`src/rtl/fifo_576bit_wr_packer.sv`:
```
// Packs a narrow AXI-stream into 512-bit FIFO words with last/byte-count/sequence sideband,
// driving a dual-clock FWFT FIFO on the write side with full and occupancy back-pressure.
module fifo_576bit_wr_packer #(
    parameter int IDSIZE       = 64,
    parameter int DSIZE        = 576,
    parameter int AFULL_THRESH = 500
) (
    input  logic                  wr_clk,
    input  logic                  RST,
    input  logic [IDSIZE-1:0]     s_tdata,
    input  logic [IDSIZE/8-1:0]   s_tkeep,
    input  logic                  s_tvalid,
    input  logic                  s_tlast,
    output logic                  s_tready,
    output logic [DSIZE-1:0]      fifo_din,
    output logic                  fifo_wr_en,
    input  logic                  fifo_full,
    input  logic [8:0]            fifo_wcount,
    output logic [15:0]           pkt_cnt,
    output logic                  drop_err
);

    localparam int RATIO = 512 / IDSIZE;
    localparam int KW    = IDSIZE / 8;
    localparam int IW    = (RATIO > 1) ? $clog2(RATIO) : 1;
    localparam int CW    = 7;

    typedef enum logic [1:0] {IDLE, FILL, STALL} state_t;

    state_t             state_p0;
    state_t             state_nxt;
    logic               run_p0;
    logic [511:0]       acc_p0;
    logic [IW-1:0]      idx_p0;
    logic [15:0]        seq_p0;
    logic [DSIZE-1:0]   stall_word_p0;
    logic [DSIZE-1:0]   dout_p1;
    logic               vld_p1;
    logic [15:0]        pkt_cnt_q;
    logic               drop_q;

    logic               accept;
    logic               complete;
    logic               out_busy;
    logic               wr_en;
    logic               stall_now;
    logic               load_p1;
    logic [511:0]       word_data;
    logic [CW-1:0]      byte_cnt;
    logic [575:0]       word_full;
    logic [DSIZE-1:0]   new_word;
    logic [DSIZE-1:0]   load_word;

    function automatic logic [CW-1:0] popcount(input logic [KW-1:0] k);
        logic [CW-1:0] n;
        n = '0;
        for (int i = 0; i < KW; i++) n = n + CW'(k[i]);
        return n;
    endfunction

    // Valid keep patterns are a run of ones starting at byte 0 (including all-zero).
    function automatic logic contiguous(input logic [KW-1:0] k);
        return ((k & (k + KW'(1))) == '0);
    endfunction

    assign stall_now = (state_p0 == STALL);
    assign s_tready  = run_p0 && !stall_now && (32'(fifo_wcount) < AFULL_THRESH);
    assign accept    = s_tvalid && s_tready;
    assign complete  = accept && (s_tlast || (idx_p0 == IW'(RATIO - 1)));
    assign wr_en     = vld_p1 && !fifo_full;
    assign out_busy  = vld_p1 && fifo_full;

    // Lanes at and above idx are still zero in the accumulator, so OR-ing places the beat.
    assign word_data = acc_p0 | (512'(s_tdata) << (int'(idx_p0) * IDSIZE));
    assign byte_cnt  = s_tlast ? (CW'(idx_p0) * CW'(KW) + popcount(s_tkeep)) : CW'(RATIO * KW);
    assign word_full = {40'b0, seq_p0, byte_cnt, s_tlast, word_data};
    assign new_word  = word_full[DSIZE-1:0];

    assign load_p1   = (complete && !out_busy) || (stall_now && wr_en);
    assign load_word = stall_now ? stall_word_p0 : new_word;

    always_comb begin
        state_nxt = state_p0;
        case (state_p0)
            STALL:   if (wr_en) state_nxt = IDLE;
            default: begin
                if (complete)    state_nxt = out_busy ? STALL : IDLE;
                else if (accept) state_nxt = FILL;
            end
        endcase
    end

    // Stage p0: lane accumulator, packet sequence and FSM.
    always_ff @(posedge wr_clk or posedge RST) begin
        if (RST) begin
            state_p0      <= IDLE;
            run_p0        <= 1'b0;
            acc_p0        <= '0;
            idx_p0        <= '0;
            seq_p0        <= '0;
            stall_word_p0 <= '0;
            drop_q        <= 1'b0;
        end else begin
            state_p0 <= state_nxt;
            run_p0   <= 1'b1;
            if (complete) begin
                acc_p0 <= '0;
                idx_p0 <= '0;
                if (out_busy) stall_word_p0 <= new_word;
                if (s_tlast)  seq_p0 <= seq_p0 + 16'd1;
            end else if (accept) begin
                acc_p0 <= word_data;
                idx_p0 <= idx_p0 + IW'(1);
            end
            if (accept && s_tlast && !contiguous(s_tkeep)) drop_q <= 1'b1;
        end
    end

    // Stage p1: output holding register feeding the FIFO.
    always_ff @(posedge wr_clk or posedge RST) begin
        if (RST) begin
            dout_p1   <= '0;
            vld_p1    <= 1'b0;
            pkt_cnt_q <= '0;
        end else begin
            if (load_p1) begin
                dout_p1 <= load_word;
                vld_p1  <= 1'b1;
            end else if (wr_en) begin
                vld_p1  <= 1'b0;
            end
            if (wr_en && dout_p1[512]) pkt_cnt_q <= pkt_cnt_q + 16'd1;
        end
    end

    assign fifo_din   = dout_p1;
    assign fifo_wr_en = wr_en;
    assign pkt_cnt    = pkt_cnt_q;
    assign drop_err   = drop_q;

endmodule

```
`config.mk`:
```
export PLATFORM = sky130hd
export DESIGN_NAME = fifo_576bit_wr_packer
export DESIGN_NICKNAME = d
export VERILOG_FILES = /design/src/rtl/fifo_576bit_wr_packer.sv
export SDC_FILE = /design/constraint.sdc
export NUM_CORES = 2
export LEC_CHECK = 0
export BUFFER_PORTS_ARGS = -buffer_cell sky130_fd_sc_hd__buf_2
export CAP_MARGIN = 30
export CORE_UTILIZATION = 50
export CTS_CLUSTER_SIZE = 28
export DETAILED_ROUTE_END_ITERATION = 8
export PLACE_DENSITY = 0.83
export REMOVE_ABC_BUFFERS = 1
export SYNTH_ARGS = -nofsm -noshare
export SYNTH_HDL_FRONTEND = slang
export SYNTH_SLANG_ARGS = --single-unit
```
`constraint.sdc`:
```
create_clock -name wr_clk -period 56.2 [get_ports wr_clk]
set_clock_uncertainty 0.15 [all_clocks]
set_input_delay 8.43 -clock wr_clk [delete_from_list [all_inputs] [get_ports wr_clk]]
set_output_delay 8.43 -clock wr_clk [all_outputs]
set_load 0.02 [all_outputs]
```
Word-level counts from Yosys, hierarchy flattened. Index checks and enable logic that the tools add are counted. Widths: inputs -> output; s select.

Reductions and logical operators: 24. Shift operators: 1. Order comparisons: 1. Muxes and demuxes: 13. Equal/unequal tests: 3. Add/sub/neg operators: 12. Bitwise gates (word level): 2.

Operators by type and width (count): $mux 512 (2); $mux 536 (1); $or 512x512->512 (1); $shl 64x9->512 (1); $add 16x1->16 const B (2); $logic_and 1x1->1 (11); $mux 2 (5); $lt 9x9->1 const B (1); $add 8x1->8 const B (1); $and 8x8->8 (1); $logic_not 8->1 (1); $add 6x1->7 (1); $add 6x7->7 (1); $add 7x1->7 (1); $mux 7 (1); $add 5x1->6 (1); $mux 3 (2); $reduce_and 2->1 (3); $add 4x1->5 (1); $add 3x1->4 (1); $logic_not 1->1 (4); $reduce_bool 2->1 (2); $add 2x1->3 (1); $add 3x1->3 const B (1); 7 further kinds (9).

Register bits after elaboration: 1664. Word-level logic and storage cells: 66. Input bits: 86. Output and inout port bits: 595.

Depth between registers and ports, before layout.
Depth in word-level cells: 10. Gate-level depth with buffers: 11. Depth with buffers taken out: 11.

Least setup slack after synthesis. OpenSTA, ideal clock, no wires.

Path type: input to output. Start point: input fifo_wcount[3]. End point: output s_tready. Path slack: 38181 ps. Arrival: 9439 ps. Path buffers: 2. Stages: 5. Required time: 47620 ps. Cells stage by stage: o21ai_1 -> or2_2 -> clkbuf_1 -> clkbuf_1 -> and3_1.

Cells in the longest elaborated chain, start to end: 2.

RTL lines: start, declared (line 18) `input logic [8:0] fifo_wcount,`; $lt 9x9->1 (line 67) `assign s_tready = run_p0 && !stall_now && (32'(fifo_wcount) < AFULL_THRESH);`; $logic_and 1x1->1 (line 67); end, declared (line 14) `output logic s_tready,`.

No other way between the ends.

Worst setup path in the final report.
Start point: input fifo_wcount[6]. End point: output s_tready.

The elaborated chain is that of the path after synthesis.

==> out/metrics.csv <==
stage,metric,value,unit
synthesis,synthAdderAreaFrac,0.2748,%
hold_path,hold_class,reg2reg,
sta,drv_slew,0,
hold_path,hold_start,pkt_cnt[15]$_DFFE_PP0P_,
clock_network,cts_setup_buffers,0,
flow_run,cap_violations,0,
synthesis,synth_ff_type,dfrtp_1,
final_layout,syn_to_final_growth,13.64,%
synthesis,synth_top_area_cell,dfrtp_1,
synthesis,synth_area_leaders,"dfrtp_1, a21oi_1, mux2_1",
floorplan,die_area,0.1417,sq mm
clock_network,htreeDepth,4,
sta,max_freq,55.03,MHz
pwr,power.density,39.28,mW/mm^2
sta,fin_ws,38.03,ns
floorplan,core_area,0.1394,sq mm
clock_network,cts_tree,yes,
clock_network,clk_path_buf_depth,3,
route,postRouteAntennaNets,0,
route,route.detailed.drc,0,
synthesis,synth.mux.area_fraction,17.13,%
clock_network,post_cts_resized,0,
worst_setup_path,cp-start-kind,primary input,
synthesis,netlist_area,0.07011,sq mm
clock_network,cts-root-buf,clkbuf_16,
route,routed_via_density,5.685,
synthesis,async_flop_share,100.0,%
worst_setup_path,cp-startpoint,fifo_wcount[6],
route,drt_iter0_markers,4084,
floorplan,die_width,376.5,microns
route,drt_wl_total,179.3,mm
synthesis,synth_top_family_by_area,multiplexers,
clock_network,cts_made_buffers,164,
global_route,grt_pass1_vias,51590,
clock_network,path_clk_slew,0.06,ns
floorplan,io_pins,681,
worst_setup_path,r2r-start,state_p0[1]$_DFFE_PP0P_,
sta,rsz0062_at_grt,false,
placed_design,gp_congestion,0.8028,
synthesis,synth-seq-area-share,57.96,%
global_route,grt_util_met2,40.35,%
hold_path,hold_depth,1,
clock_network,cts_num_sinks,1624,
worst_setup_path,ff2ff_setup_slack,50.07,ns
global_route,use_met3,5.120,%
clock_network,clock_latency,0.81,ns
global_route,antenna_found_initial,9,
worst_setup_path,r2r_end,fifo_din[373]$_DFFE_PP0P_,
run_status,outcome,"complete, no violations",
synthesis,synth_edf_count,0,
route,wire_per_inst,20.36,microns
global_route,grt_start_max_net_pins,197,
worst_setup_path,endpoint_kind,primary output,
route,vias,50070,
synthesis,syn_inst,6380,
final_layout,layout-drive-gt1-share,18.09,%
clock_network,cts_hold_buf,0,
worst_setup_path,critPathArrivalTime,9.59,ns
worst_setup_path,crit_fanout,14,
worst_setup_path,worst_r2r_path_depth,8,
worst_setup_path,crit_type,in2out,
floorplan,num_rows,137,
global_route,grtUsageTotal,24.97,%
worst_setup_path,crit_required,47.62,ns
placed_design,pre_cts_ws,38.05,ns
sta,tightestPinTransition,1.134,ns
final_layout,final_common_cell,dfrtp_1,
sta,setup_viol,0,
synthesis,ys_ff_latch,1624,
synthesis,ys_warn_count,0,
sta,fin_crit_sh,32.33,%
global_route,grt_use_met1,32.34,%
final_layout,post-route-util,57.17,%
synthesis,synth_top_area_share,57.96,%
pwr,leakagePower,39.35,nW
sta,timing.setup.tns,0,ns
placed_design,dp_hpwl,104.6,mm
floorplan,initial_core_util,50.31,%
synthesis,synth-xor-area-share,0.3873,%
synthesis,synthSimpleGateAreaFrac,6.184,%
pwr,irDropWorstVdd,0.00003323,V
global_route,grt.busiest_layer,met2,
sta,fin_crit,18.17,ns
sta,maxSlewHeadroom,24.39,%
global_route,grt-ovfl-total,0,
final_layout,nets,6883,
synthesis,synth.avg_cell_area,10.99,sq um
route,drt_first_pass_iters,6,
sta,hold_viol_final,0,
placed_design,placement.io_buffers,638,
floorplan,die_h,376.5,microns
synthesis,post_synth_num_cell_types,53,
global_route,grt_pass1_wl,282.0,mm
final_layout,final_cell_mix,"dfrtp_1, a21oi_1, buf_2",
synthesis,synth_compound_area_share,11.51,%
worst_setup_path,cp-endpoint,s_tready,
through the flow:
step	power (W)	hold slack, ns	cell area (sq um)	instances
after global routing	0.003253	0.3402	79670	8805
after global placement	0.001955	0.3024	73690	8485
after floorplan	0.001892	0.3077	67440	5907
after detailed placement	0.001993	0.3063	73760	8488
after CTS	0.003143	0.3139	79500	8795
final	0.003130	0.3094	79670	8806
area by class of cell:
cell class | count | area (sq um)
inverters | 471 | 1775
clock inverters | 63 | 817.0
well taps | 1876 | 2347
multi-input cells | 3812 | 25120
clock buffers | 244 | 4928
fillers | 10820 | 59690
diodes | 5 | 12.51
repair buffers | 711 | 4035
flip-flops and latches | 1624 | 40640
kinds of logic after synthesis:
logic type	after synthesis
flip-flops	1624
adder cells (fa/ha/maj)	13
other	2
AND/OR/NAND/NOR	1095
XOR/XNOR	31
multiplexers	1117
buffers and inverters	983
AO/OA/AOI/OAI	1515
report_power, final:
part	switching [W]	internal, W
clock network	0.000476	0.000672
registers	0.000110	0.00135
logic	0.000346	0.000179
total	0.000932	0.00220
synth_stat cells (all sizes together) (11+ instances only):
library cell  instances
buf                 321
xor2                 11
nor2                462
nand2b               21
o221a                17
xnor2                20
mux2                664
clkbuf              191
inv                 471
a21boi               64
mux2i               453
dfrtp              1624
a21oi              1344
nand3                16
nor3                 11
a21o                 65
nand4                12
nand2               541
worst min path at each step:
stage,end,slack (ns)
2_1_floorplan,state_p0[0]$_DFFE_PP0P_,0.31
6_report,pkt_cnt[15]$_DFFE_PP0P_,0.31
3_3_place_gp,pkt_cnt[15]$_DFFE_PP0P_,0.30
3_5_place_dp,pkt_cnt[15]$_DFFE_PP0P_,0.31
4_1_cts,pkt_cnt[15]$_DFFE_PP0P_,0.31
5_1_grt,fifo_din[57]$_DFFE_PP0P_,0.34
flip-flops by register name, summed over array words and instances, names as in the netlist:
name	flops
state_p0	2
acc_p0	512
vld_p1	1
idx_p0	3
pkt_cnt	16
seq_p0	16
drop_err	1
stall_word_p0	536
run_p0	1
fifo_din	536
routing by layer:
metal	part of all wire, %	wire [microns]	vias to the layer above
li1	-	-	22130
met1	41	72770	25430
met2	48	85830	2027
met3	7.2	12890	476
met4	4.4	7820	4
met5	0.0084	15	-
critical path, cell delays in order:
cell     delay, ns
buf_2         0.09
nand4_1       0.19
or2_2         0.49
and3_1        0.24
buf_2         0.16
Note: power is estimated with default switching activity, not from simulation.
